## src/rtl/ofm_accumulator.sv

```systemverilog
// Accumulates PE-array partial sums over CI channels into an OFM buffer, then drains each finished
// map over valid/ready for CO filters. Define SATURATE_EN for clamping accumulation (default wraps).
module ofm_accumulator #(
    parameter int KERNEL_SIZE = 4,
    parameter int IFM_SIZE    = 9,
    parameter int CI          = 3,
    parameter int CO          = 4,
    parameter int DATA_W      = 16,
    parameter int ACC_W       = 32
) (
    input  logic                     clk1,
    input  logic                     rst,
    input  logic                     start,
    input  logic                     psum_valid,
    input  logic signed [DATA_W-1:0] psum_data,
    output logic                     psum_ready,
    output logic                     ofm_valid,
    output logic signed [ACC_W-1:0]  ofm_data,
    output logic                     ofm_last,
    input  logic                     ofm_ready,
    output logic                     busy,
    output logic                     done
);

    localparam int OFM_SIZE = IFM_SIZE - KERNEL_SIZE + 1;
    localparam int NPIX     = OFM_SIZE * OFM_SIZE;
    localparam int PIX_W    = $clog2(NPIX + 1);
    localparam int IDX_W    = $clog2(NPIX);
    localparam int CH_W     = $clog2(CI + 1);
    localparam int FL_W     = $clog2(CO + 1);

    typedef enum logic [1:0] {
        S_IDLE  = 2'd0,
        S_ACCUM = 2'd1,
        S_DRAIN = 2'd2,
        S_DONE  = 2'd3
    } state_t;

    state_t                    r_state;
    state_t                    w_next;
    logic [PIX_W-1:0]          r_pix;
    logic [PIX_W-1:0]          r_rd;
    logic [CH_W-1:0]           r_chan;
    logic [FL_W-1:0]           r_filt;
    logic signed [ACC_W-1:0]   r_buf [NPIX];
    logic                      r_psum_ready;
    logic                      r_ofm_valid;
    logic signed [ACC_W-1:0]   r_ofm_data;
    logic                      r_ofm_last;
    logic                      r_busy;
    logic                      r_done;

    logic                      w_accept;
    logic                      w_pix_end;
    logic                      w_chan_end;
    logic                      w_filt_end;
    logic                      w_fire;
    logic                      w_load;
    logic                      w_last_fire;
    logic [IDX_W-1:0]          w_wr_idx;
    logic [IDX_W-1:0]          w_rd_idx;
    logic signed [ACC_W-1:0]   w_psum_ext;
    logic signed [ACC_W-1:0]   w_acc_val;

    function automatic logic signed [ACC_W-1:0] acc_add(input logic signed [ACC_W-1:0] a,
                                                        input logic signed [ACC_W-1:0] b);
`ifdef SATURATE_EN
        logic [ACC_W:0] s;
        s = {a[ACC_W-1], a} + {b[ACC_W-1], b};
        if (s[ACC_W] != s[ACC_W-1]) begin
            if (s[ACC_W]) begin
                acc_add = {1'b1, {(ACC_W-1){1'b0}}};
            end else begin
                acc_add = {1'b0, {(ACC_W-1){1'b1}}};
            end
        end else begin
            acc_add = s[ACC_W-1:0];
        end
`else
        acc_add = a + b;
`endif
    endfunction

    assign psum_ready  = r_psum_ready;
    assign ofm_valid   = r_ofm_valid;
    assign ofm_data    = r_ofm_data;
    assign ofm_last    = r_ofm_last;
    assign busy        = r_busy;
    assign done        = r_done;

    assign w_accept    = psum_valid & r_psum_ready;
    assign w_pix_end   = (r_pix == PIX_W'(NPIX - 1));
    assign w_chan_end  = (r_chan == CH_W'(CI - 1));
    assign w_filt_end  = (r_filt == FL_W'(CO - 1));
    assign w_fire      = r_ofm_valid & ofm_ready;
    assign w_last_fire = w_fire & r_ofm_last;
    // The output register refills whenever it is empty or being taken, so drain runs at one pixel per cycle.
    assign w_load      = (r_state == S_DRAIN) && (r_rd != PIX_W'(NPIX)) && (!r_ofm_valid || ofm_ready);
    assign w_wr_idx    = r_pix[IDX_W-1:0];
    assign w_rd_idx    = r_rd[IDX_W-1:0];
    assign w_psum_ext  = ACC_W'(psum_data);

    // Accumulate value: channel 0 overwrites stale contents, later channels add into the buffer.
    always_comb begin
        w_acc_val = w_psum_ext;
        if (r_chan == {CH_W{1'b0}}) begin
            w_acc_val = w_psum_ext;
        end else begin
            w_acc_val = acc_add(r_buf[w_wr_idx], w_psum_ext);
        end
    end

    // Next-state logic.
    always_comb begin
        w_next = r_state;
        case (r_state)
            S_IDLE: begin
                if (start) w_next = S_ACCUM;
                else       w_next = S_IDLE;
            end
            S_ACCUM: begin
                if (w_accept && w_pix_end && w_chan_end) w_next = S_DRAIN;
                else                                     w_next = S_ACCUM;
            end
            S_DRAIN: begin
                if (w_last_fire) begin
                    if (w_filt_end) w_next = S_DONE;
                    else            w_next = S_ACCUM;
                end else begin
                    w_next = S_DRAIN;
                end
            end
            S_DONE:  w_next = S_IDLE;
            default: w_next = S_IDLE;
        endcase
    end

    // OFM buffer write port; contents are meaningless until channel 0 of a filter has been written.
    always_ff @(posedge clk1) begin
        if (w_accept) begin
            r_buf[w_wr_idx] <= w_acc_val;
        end
    end

    // State, counters and registered outputs.
    always_ff @(posedge clk1) begin
        if (rst) begin
            r_state      <= S_IDLE;
            r_pix        <= {PIX_W{1'b0}};
            r_rd         <= {PIX_W{1'b0}};
            r_chan       <= {CH_W{1'b0}};
            r_filt       <= {FL_W{1'b0}};
            r_psum_ready <= 1'b0;
            r_ofm_valid  <= 1'b0;
            r_ofm_data   <= {ACC_W{1'b0}};
            r_ofm_last   <= 1'b0;
            r_busy       <= 1'b0;
            r_done       <= 1'b0;
        end else begin
            r_state      <= w_next;
            r_psum_ready <= (w_next == S_ACCUM);
            r_busy       <= (w_next == S_ACCUM) || (w_next == S_DRAIN);
            r_done       <= (w_next == S_DONE);
            case (r_state)
                S_IDLE: begin
                    if (start) begin
                        r_pix  <= {PIX_W{1'b0}};
                        r_chan <= {CH_W{1'b0}};
                        r_filt <= {FL_W{1'b0}};
                        r_rd   <= {PIX_W{1'b0}};
                    end
                end
                S_ACCUM: begin
                    r_rd <= {PIX_W{1'b0}};
                    if (w_accept) begin
                        if (w_pix_end) begin
                            r_pix <= {PIX_W{1'b0}};
                            if (w_chan_end) r_chan <= {CH_W{1'b0}};
                            else            r_chan <= r_chan + CH_W'(1);
                        end else begin
                            r_pix <= r_pix + PIX_W'(1);
                        end
                    end
                end
                S_DRAIN: begin
                    if (w_load) begin
                        r_ofm_data  <= r_buf[w_rd_idx];
                        r_ofm_last  <= (r_rd == PIX_W'(NPIX - 1));
                        r_ofm_valid <= 1'b1;
                        r_rd        <= r_rd + PIX_W'(1);
                    end else if (w_fire) begin
                        r_ofm_valid <= 1'b0;
                        r_ofm_last  <= 1'b0;
                    end
                    if (w_last_fire) begin
                        r_rd <= {PIX_W{1'b0}};
                        if (!w_filt_end) r_filt <= r_filt + FL_W'(1);
                    end
                end
                S_DONE: begin
                    r_filt <= {FL_W{1'b0}};
                end
                default: begin
                    r_pix <= {PIX_W{1'b0}};
                end
            endcase
        end
    end

endmodule
```

## config.mk

```make
export PLATFORM = sky130hd
export DESIGN_NAME = ofm_accumulator
export DESIGN_NICKNAME = d
export VERILOG_FILES = /design/src/rtl/ofm_accumulator.sv
export SDC_FILE = /design/constraint.sdc
export NUM_CORES = 2
export LEC_CHECK = 0
export ABC_AREA = 0
export CORE_MARGIN = 4
export CORE_UTILIZATION = 36
export CTS_CLUSTER_DIAMETER = 200
export DETAILED_ROUTE_END_ITERATION = 10
export HOLD_SLACK_MARGIN = 0.12
export PLACE_DENSITY = 0.62
export SYNTH_ARGS = -nofsm -noshare
export SYNTH_HDL_FRONTEND = slang
export SYNTH_SLANG_ARGS = --single-unit
```

## constraint.sdc

```tcl
create_clock -name clk1 -period 7.7 [get_ports clk1]
set_input_delay 1.54 -clock clk1 [delete_from_list [all_inputs] [get_ports clk1]]
set_output_delay 1.54 -clock clk1 [all_outputs]
set_load 0.02 [all_outputs]
```

======== After elaboration in Yosys (flattened, before gate mapping) ========
Memory sizes are Yosys's and may differ from the RTL's. A register that Yosys moved wholly into a read port is not among the register bits.
Index checks and enable logic that the tools add are counted.
word-level totals
  logic and storage cells ................. 84
  bits in registers ....................... 24
  output and inout bits ................... 37
  bits in writable memories ............... 1152
  bits of input ports ..................... 21
  memories ................................ 1
cells by class
  bitwise gates (word level) .............. 3
  add/subtract/negate cells ............... 5
  reduce and logical (&&, ||, !) cells .... 19
  eq/ne operators ......................... 17
  multiplexer cells ....................... 29
memory list
  name   words  width  read ports  clocked after memory_dff  wr ports  line  text
  r_buf  36     32     2           2                         1         45    logic signed [ACC_W-1:0] r_buf [NPIX];
operators by type and width
  operator             count
  $mux 6               7
  $add 32x16->32       1
  $mux 32              1
  $pmux 6 s3           1
  $mux 2               7
  $add 6x1->6 const B  2
  $eq 6x6->1 const B   2
  $pmux 6 s2           1
  $eq 2x2->1 const B   5
  $ne 2x2->1 const B   5
  $mux 3               3
  $pmux 3 s3           1
  $pmux 2 s4           1
  $reduce_and 4->1     2
  $mux 1               6
  $ne 6x6->1 const B   1
  $reduce_and 3->1     2
  $reduce_bool 3->1    2
  $eq 2x1->1 const B   2
  $logic_and 1x1->1    4
  $logic_not 2->1      2
  $pmux 2 s2           1
  $reduce_and 2->1     2
  $reduce_bool 2->1    2
  7 further kinds      10

======== Longest topological paths before layout ========
  depth in word-level cells ............... 7
  mapped depth ............................ 19
  gate-level depth less buffers ........... 15

======== Least setup slack after synthesis ========
Ideal clock, no wire load.
  path kind ............................... reg2reg
  start ................................... register (tool-made name)
  end ..................................... memory r_buf[0][30], data pin
  data arrival time ....................... 5.279 ns
  setup slack ............................. 1.923 ns
  setup time .............................. 0.498 ns
  path buffers ............................ 4
  cell stages (with the launch flop) ...... 20
  clock period less this slack ............ 5.777 ns
  required time ........................... 7.202 ns
  path through ............................ dfxtp_1 buf_4 buf_2 buf_2 clkbuf_1 mux4_2 mux4_2 mux2i_1 o21ai_1 ha_1 inv_1 fa_1 nor2b_1 o2111ai_1 a21oi_1 o211ai_1 nand3_1 and3_1 o31a_1 o31ai_1
RTL lines
  item       line
  to (decl)  45

==> metrics.md <==
| Metric | Value |
|---|---|
| Placeable Area | 156900 um2 |
| Unique cell type count in the Yosys netlist | 62 |
| CP Capture Type | flop |
| Worst IR Drop VDD | 0.0002432 V |
| Die ar. | 165200 um2 |
| Fin Setup TNS | 0 ps |
| Top-area cell type share of the netlist area | 60.52% |
| Max-slew violation count | 0 |
| CTS resizes | 0 |
| Synth warn | 0 |
| Initial detailed-routing violation count | 4052 |
| ANT nets after route | 0 |
| Post-Syn Area | 57160 um2 |
| Worst-case hold slack | 452.9 ps |
| Commonest non-fill, non-tap cell in the layout | edfxtp_1 |
| Fin util | 41.29% |
| TritonRoute pass-1 iters | 5 |
| Seq cells post-synth | 1214 |
| TritonCTS clock tree | yes |
| Post-DP HPWL | 91.01 mm |
| Main flop type after synthesis | edfxtp_1 |
| Clock transition at path regs | 60 ps |
| Post-synth EDFFs | 1152 |
| Die height | 406.5 um |
| WP data arrival | 6600 ps |
| Worst-margin pin slew | 1388 ps |
| Placed cell count | 4879 |
| Htree depth | 4 |
| Setup CP Type | flop to flop |
| CTS Hold Buffers Added | 0 |
| Hold Fails Final Rpt | 0 |
| Total power | 14.55 mW |
| Via count | 31553 |
| Hold path start | ofm_data[14] |
| Hold Crit Class | flop to flop |
| Syn_nets | 2932 |
| CP startpoint kind | flop |
| Hold endpoint | ofm_data[14] |
| Post-route insts no fill | 5123 |
| Root Driver | clkbuf_16 |
| DRC | 0 |
| Synth async-reset ratio | 0% |
| Total GRT Usage | 20.68% |
| Final setup viols | 0 |
| Vias per cell | 6.159 |
| Worst Path Required | 8100 ps |
| Initial Util | 36.42% |
| Leakage power | 18.71 nW |
| CTS Buf Count | 132 |
| Layout cells sized above 1 | 35.03% |
| Max Clock Skew | 33.22 ps |
| Synth area leaders | edfxtp_1 61%, mux4_2 28%, dfxtp_1 2.2%, mux2i_1 1.2%, nand2_1 1.2% |
| Global-route wire length before repair | 239.9 mm |
| Port bufs | 57 |
| Power Dens Cells | 224.5 nW/um2 |
| Net count, final | 3016 |
| Crit-path max FO | 36 |
| Avg Cell Area, Syn | 19.90 um2 |
| Maxcap violations | 0 |
| Ratio of final minimum period to clock period | 80.54% |
| Vias in the first global route | 31694 |
| Post-synthesis sequential area ratio | 62.69% |
| Clock buffer depth | 3 |
| Reg2reg end | r_buf[17][22] |
| Hold depth | 2 |
| Synth Instances | 2872 |
| Largest net degree at the start of global routing | 130 |
| Design area | 64790 um2 |
| Area after DPL | 60580 um2 |
| Cell taking the most area after synthesis | edfxtp_1 |
| I/O pin cnt | 58 |
| CTS sink cnt | 1214 |
| Status | completed |
| R2R cell count | 13 |
| Peak Freq | 161.3 MHz |
| Die W | 406.5 um |
| Setup Buffers After CTS | 0 |
| Clk_lat worst skew | 790 ps |
| Flop2flop setup slack | 1500 ps |
| Slew HR | 7.469% |
| FP Rows | 145 |
| Post-route setup slack | 1499 ps |
| WL per Instance | 33.24 um |
| RSZ-0062 raised after global routing | false |
| Initial antenna violation count | 4 |
| Final wirelength | 170.3 mm |
| Setup WS pre-CTS | 1568 ps |
| Placer Congestion | 0.8209 |
| Grt ovf | 0 |
| Area Growth Syn to Fin | 13.35% |
| Commonest cells after routing, fill and taps aside | 1152 x edfxtp_1, 703 x mux4_2, 177 x nand2_1, 133 x clkbuf_16, 92 x buf_4 |
| Final min period | 6201 ps |
==> worst max-delay path by stage <==
stage / startpoint / endpoint / slack [ps]
floorplan: flop / r_buf[0][30] / 1920
global placement: flop / r_buf[4][22] / 1630
detailed placement: flop / r_buf[0][22] / 1570
CTS: flop / r_buf[9][20] / 1580
global route: flop / r_buf[9][22] / 1210
finish: flop / r_buf[17][22] / 1500
==> sequential cells by signal, summed over array words and instances (netlist names), named ones only <==
register    cells
r_buf        1152
ofm_data       32
r_pix           6
r_rd            6
r_filt          3
r_chan          2
r_state         2
busy            1
done            1
ofm_last        1
ofm_valid       1
psum_ready      1
==> power by group <==
group | switching (mW) | internal, mW
clock | 2.70 | 3.52
combinational | 0.575 | 0.407
sequential | 0.0198 | 7.33
total | 3.29 | 11.3
==> area by class of cell <==
class,count,area (um2)
inverter,15,56.30
timing repair buffer,160,1471
antenna,2,5.005
clock inverter,63,623.1
multi-input combinational,1433,20620
sequential,1214,35880
clock buffer,178,3557
tap,2058,2575
fill,13605,92140
==> cells by family after synthesis <==
| kind of cell | synth area share [%] |
|---|---|
| compound gates | 2.261 |
| xor+xnor | 0.5210 |
| fa+ha+maj | 0.8669 |
| buf+inv | 1.966 |
| flops | 62.69 |
| mux | 28.95 |
| simple gates | 2.743 |
==> worst max-delay path, stage by stage (launching register included) <==
cell and delay [ps]:
dfxtp_4 670, buf_4 570, mux4_2 600, mux4_2 490, mux2i_1 150, o21ai_1 210
ha_1 570, nand3_1 170, or2_2 310, nor2_1 370, o211ai_1 390, nand3b_1 250
xnor2_1 110, o21ai_2 920
==> Yosys cell counts (all sizes together) (3+ instances only) <==
cell type	n
edfxtp	1152
mux4	703
nand2	177
clkbuf	112
buf	98
o21ai	98
nor2	97
a21oi	72
mux2i	69
dfxtp	62
ha	38
xor2	21
nand3	16
inv	15
xnor2	13
nor2b	11
nand2b	10
a21o	9
nand4	9
and3	8
nor3	7
a31oi	6
and2	6
o21a	5
o31ai	5
o22ai	4
or2	4
a211o	3
nor3b	3
o211ai	3
o21bai	3
o31a	3
or3	3
==> per-layer routing <==
metal	share of wire [%]	wire length [um]	global-route usage [%]	up-vias
li1	-	-	-	12478
met1	40	67560	28.54	17105
met2	48	81930	33.27	1673
met3	8.9	15190	3.837	297
met4	3.3	5594	6.976	0
met5	0	0	0	-
Power figures use the tool's default switching activity.
